### config.mk
export PLATFORM = sky130hd
export DESIGN_NAME = loop_sequencer
export DESIGN_NICKNAME = d
export VERILOG_FILES = /design/src/rtl/loop_sequencer.sv
export SDC_FILE = /design/constraint.sdc
export NUM_CORES = 1
export LEC_CHECK = 0
export CORE_AREA = 2 2 172 132
export CTS_CLUSTER_DIAMETER = 40
export CTS_CLUSTER_SIZE = 12
export DETAILED_ROUTE_END_ITERATION = 7
export DIE_AREA = 0 0 174 134
export GPL_TIMING_DRIVEN = 0
export PLACE_DENSITY = 0.5
export REMOVE_ABC_BUFFERS = 1
export SYNTH_ARGS = -nofsm -noshare
export SYNTH_HDL_FRONTEND = slang
export SYNTH_SLANG_ARGS = --single-unit
### constraint.sdc
create_clock -name clk -period 3.2 [get_ports clk]
set_input_delay 0.64 -clock clk [delete_from_list [all_inputs] [get_ports clk]]
set_output_delay 0.64 -clock clk [all_outputs]
set_load 0.02 [all_outputs]
### src/rtl/loop_sequencer.sv
// loop_sequencer: multi-channel step-pattern sequencer with a prescaled step clock and gated outputs.
// Ping-pong traversal (mode 2'b10) is built only when LOOP_SEQUENCER_PINGPONG_EN is defined; otherwise that mode runs forward.
module loop_sequencer #(
   parameter  int unsigned WIDTH       = 16,
   parameter  int unsigned CHANNELS    = 4,
   parameter  int unsigned PRESCALE    = 1000000,
   parameter  int unsigned GATE_CYCLES = 500000,
   localparam int unsigned PW          = $clog2(WIDTH),
   localparam int unsigned CW          = (CHANNELS > 1) ? $clog2(CHANNELS) : 1
) (
   input  logic                clk,
   input  logic                rst,
   input  logic                run,
   input  logic [1:0]          mode,
   input  logic [PW-1:0]       length,
   input  logic [CW-1:0]       sel,
   input  logic                set,
   input  logic                clear,
   output logic [PW-1:0]       pos,
   output logic                step_stb,
   output logic [CHANNELS-1:0] gate,
   output logic [WIDTH-1:0]    pattern_out
);

   localparam int unsigned    PSW        = $clog2(PRESCALE);
   localparam logic [PSW-1:0] PRESC_LAST = PSW'(PRESCALE - 1);
   localparam logic [PSW:0]   GATE_LIM   = (PSW + 1)'(GATE_CYCLES);

   typedef enum logic [1:0] {
      MODE_FWD  = 2'b00,
      MODE_REV  = 2'b01,
      MODE_PING = 2'b10,
      MODE_HOLD = 2'b11
   } mode_e;

   logic [PSW-1:0]                 presc_q, presc_d;
   logic                           advance;
   logic [PW-1:0]                  pos_q, pos_d;
   logic                           stb_q, stb_d;
   logic [CHANNELS-1:0]            gate_q, gate_d;
   logic                           gate_open;
   logic [CHANNELS-1:0][WIDTH-1:0] pattern_q, pattern_d;
   logic [WIDTH-1:0]               pos_mask;
   mode_e                          mode_sel;

`ifdef LOOP_SEQUENCER_PINGPONG_EN
   typedef enum logic {DIR_UP = 1'b0, DIR_DOWN = 1'b1} dir_e;
   dir_e dir_q, dir_d;
`endif

   assign mode_sel = mode_e'(mode);
   // One-hot of the current step; shifting past WIDTH yields zero, so out-of-range pos reads/writes nothing.
   assign pos_mask = WIDTH'(1) << pos_q;

   always_comb begin
      presc_d = presc_q;
      advance = 1'b0;
      if (run) begin
         if (presc_q == PRESC_LAST) begin
            presc_d = '0;
            advance = 1'b1;
         end else begin
            presc_d = presc_q + 1'b1;
         end
      end
   end

   always_comb begin
      pos_d = pos_q;
      stb_d = 1'b0;
`ifdef LOOP_SEQUENCER_PINGPONG_EN
      dir_d = dir_q;
`endif
      if (advance) begin
         stb_d = 1'b1;
         case (mode_sel)
`ifdef LOOP_SEQUENCER_PINGPONG_EN
            MODE_PING: begin
               if (length == '0) begin
                  pos_d = '0;
               end else if (pos_q > length) begin
                  pos_d = length;
                  dir_d = DIR_DOWN;
               end else if (dir_q == DIR_UP) begin
                  if (pos_q >= length) begin
                     pos_d = length - 1'b1;
                     dir_d = DIR_DOWN;
                  end else begin
                     pos_d = pos_q + 1'b1;
                  end
               end else if (pos_q == '0) begin
                  pos_d = PW'(1);
                  dir_d = DIR_UP;
               end else begin
                  pos_d = pos_q - 1'b1;
               end
            end
`endif
            MODE_REV: begin
               if ((pos_q == '0) || (pos_q > length)) pos_d = length;
               else                                   pos_d = pos_q - 1'b1;
`ifdef LOOP_SEQUENCER_PINGPONG_EN
               dir_d = DIR_UP;
`endif
            end
            MODE_HOLD: pos_d = pos_q;
            default: begin
               if (pos_q >= length) pos_d = '0;
               else                 pos_d = pos_q + 1'b1;
`ifdef LOOP_SEQUENCER_PINGPONG_EN
               dir_d = DIR_UP;
`endif
            end
         endcase
      end
   end

   // Edits always target the pos registered this cycle, even if pos moves on the same edge.
   always_comb begin
      pattern_d = pattern_q;
      for (int unsigned c = 0; c < CHANNELS; c++) begin
         if (CW'(c) == sel) begin
            if (clear)    pattern_d[c] = pattern_q[c] & ~pos_mask;
            else if (set) pattern_d[c] = pattern_q[c] | pos_mask;
         end
      end
   end

   always_comb begin
      gate_open = ({1'b0, presc_q} < GATE_LIM);
      gate_d    = '0;
      for (int unsigned c = 0; c < CHANNELS; c++) begin
         gate_d[c] = run & gate_open & (|(pattern_q[c] & pos_mask));
      end
   end

   always_comb begin
      pattern_out = '0;
      for (int unsigned c = 0; c < CHANNELS; c++) begin
         if (CW'(c) == sel) pattern_out = pattern_q[c];
      end
   end

   always_ff @(posedge clk or negedge rst) begin
      if (!rst) begin
         presc_q   <= '0;
         pos_q     <= '0;
         stb_q     <= 1'b0;
         gate_q    <= '0;
         pattern_q <= '0;
      end else begin
         presc_q   <= presc_d;
         pos_q     <= pos_d;
         stb_q     <= stb_d;
         gate_q    <= gate_d;
         pattern_q <= pattern_d;
      end
   end

`ifdef LOOP_SEQUENCER_PINGPONG_EN
   always_ff @(posedge clk or negedge rst) begin
      if (!rst) dir_q <= DIR_UP;
      else      dir_q <= dir_d;
   end
`endif

   assign pos      = pos_q;
   assign step_stb = stb_q;
   assign gate     = gate_q;

endmodule

==> summary.md <==
| Metric | Value |
|---|---|
| Status | `finished, final reports clean` |
| Cell area after synthesis | `5330 µm²` |
| Initial Util | `0.246` |
| # nets final | `552` |
| Setup violations, final | `0` |
| Gpl congestion | `0.805` |
| Fill cells | `2265` |
| Initial antenna violation count | `0` |
| Row count | `47` |
| DRC viols | `0` |
| Drt wl/cell | `18.0 µm` |
| Max IR drop VDD | `244 µV` |
| Power per cell area | `455 nW/µm²` |
| Fmax | `331 MHz` |
| CTS tree | `built` |
| Layout area overhead | `18.3%` |
| CTS sink count | `93` |
| Worst Setup Path Type | `input pin to output pin` |
| Hold slack final | `0.287 ns` |
| Cts-stage hold buffer count | `0` |
| Most common cell after layout, fill and taps aside | `dfrtp_1` |
| First-pass GRT wire length | `24300 µm` |
| Ys async rst share | `1.00` |
| Largest net degree at the start of global routing | `56` |
| Sw Ratio | `0.251` |
| Inserted Clock Buffers | `9` |
| CP Capture Type | `output pin` |
| Vias in the first global route | `4229` |
| Crit path time final | `3.02 ns` |
| Clock root buffer | `clkbuf_16` |
| CP startpoint kind | `input pin` |
| Crit Path Max Fanout | `20` |
| Synthesized instance count | `517` |
| Worst reg2reg path depth | `6` |
| Switch Pwr | `0.000721 W` |
| Drt pass-1 iters | `5` |
| Final period utilization | `0.944` |
| Seq cells post-synth | `93` |
| Clk pwr share | `0.431` |
| Max Root-Sink Buffers | `2` |
| Gr ovfl total | `0` |
| H-tree depth | `3` |
| WL final | `14800 µm` |
| Die X | `174 µm` |
| Req. time, crit path | `2.56 ns` |
| Final core occ | `0.291` |
| Post-CTS Setup Bufs | `0` |
| Top Ports | `38` |
| Reg power frac | `0.457` |
| Port Buffers | `37` |
| Endpoints failing hold | `0` |
| Syn_area_per_cell | `10.3 µm²` |
| Vias per Instance | `5.21` |
| Count of pins over their slew limit | `0` |
| Post-synth EDFFs | `0` |
| CORE AREA | `21600 µm²` |
| Unrepaired setup endpoints after global routing | `no` |
| Clock slew seen by the registers of the worst setup and hold paths | `0.06 ns` |
| Clock skew | `0.0138 ns` |
| Max-slew headroom | `0.202` |
| Vias post-DR | `4307` |
| Setup TNS | `0 ns` |
| Critical Path AT | `2.38 ns` |
| Comb power frac | `0.112` |
| Int Pwr | `0.00215 W` |
| Clock Latency Late Sink | `0.35 ns` |
| Leak | `2.47 nW` |
| Routed Antenna Nets | `0` |
| Synth Flop Type | `dfrtp_1` |
| Seq/Total Area, Yosys | `0.437` |
| Ys Warns | `0` |
| Worst Max-Slew Pin Slew | `1.20 ns` |
| Die area | `23300 µm²` |
| Commonest cells after routing, fill and taps aside | `dfrtp_1, o21ai_0, o31ai_1` |
| GRT Total Usage | `0.132` |
| HP Class | `input pin to async pin` |
| Unique masters post-synth | `61` |
| Share of layout cells above drive strength 1 | `0.115` |
| HPWL Detailed | `10200 µm` |
| Max-cap viol count | `0` |
| DR iter-0 viols | `422` |
| Antenna Cells | `0` |
| Chip height | `134 µm` |
metrics by stage:
stage / instance area [µm²] / power, W / instances / worst slack (ns)
finish: 6300 / 0.00287 / 826 / 0.179
CTS: 6310 / 0.00290 / 826 / 0.000447
floorplan: 5120 / 0.00149 / 473 / 0.554
global placement: 5860 / 0.00164 / 804 / -2.22
detailed placement: 5970 / 0.00165 / 810 / -0.279
global route: 6300 / 0.00299 / 826 / 0.0758
path summary, 6_finish.rpt:
| kind | from | to | slack, ns |
|---|---|---|---|
| worst max-delay path | sel[0] | pattern_out[12] | 0.18 |
| worst min-delay path | rst | pos[0] | 0.29 |
| worst max register to register | pos[2] | gate[0] | 0.41 |
| worst min register to register | presc_q[18] | presc_q[18] | 0.49 |
| max in group asynchronous | rst | presc_q[2] | 2.26 |
| min in group clk | presc_q[18] | presc_q[18] | 0.49 |
synthesized netlist by cell type (all sizes together), types with 3 or more instances:
cell type,count,area [µm²]
a31oi,3,18.8
mux2i,5,50.1
a22oi,7,52.6
a211oi,5,47.5
xnor2,8,70.1
mux4,17,383
inv,9,33.8
ha,12,150
mux2,6,67.6
a21oi,14,70.1
nand2b,3,18.8
dfrtp,93,2330
buf,14,87.6
a32o,3,30.0
o21ai,72,360
o31ai,65,488
a22o,5,43.8
nand2,34,130
nor4,3,46.3
nand3b,3,22.5
nor2,23,101
clkbuf,30,115
nand4,6,58.8
nand3,17,85.1
nor2b,4,25.0
nor3,6,30.0
xor2,9,78.8
a21o,3,22.5
and3,4,25.0
a221oi,5,43.8
and4,4,37.5
critical path, cell delays in order:
cell and delay (ns):
buf_2 0.53, mux4_2 0.64, clkdlybuf4s50_1 0.56
kinds of logic after synthesis:
| group | Yosys count | share of synthesized area |
|---|---|---|
| AO/OA/AOI/OAI | 197 | 0.245 |
| XOR/XNOR | 17 | 0.0280 |
| adder cells (fa/ha/maj) | 12 | 0.0282 |
| buffers and inverters | 53 | 0.0444 |
| flip-flops | 93 | 0.437 |
| multiplexers | 28 | 0.0940 |
| AND/OR/NAND/NOR | 117 | 0.124 |
power by group through the flow:
stage,registers [W],clock network (W),logic [W]
2_1_floorplan,0.00131,0,0.000180
3_3_place_gp,0.00133,0,0.000311
3_5_place_dp,0.00133,0,0.000323
4_1_cts,0.00131,0.00126,0.000326
5_1_grt,0.00132,0.00132,0.000358
6_report,0.00131,0.00124,0.000322
routing by layer:
metal | global-route usage | vias to the layer above | part of all wire
li1 | - | 2009 | -
met1 | 0.195 | 2141 | 0.49
met2 | 0.198 | 145 | 0.44
met3 | 0.0249 | 12 | 0.053
met4 | 0.0327 | 0 | 0.0096
met5 | 0 | - | 0
area by class of cell:
cell class,instances,area (µm²),area share
multi-input cells,371,2760,0.438
flip-flops and latches,93,2330,0.369
repair buffers,43,470,0.0747
well taps,294,368,0.0584
clock buffers,11,233,0.0369
clock inverters,5,108,0.0171
inverters,9,33.8,0.00536
what timing repair did:
action,in CTS,in global routing
resized for setup,2,1
endpoints found under the setup margin,16,11
endpoints found under the hold margin,0,0
No activity file was read; power rests on OpenSTA's default activity.
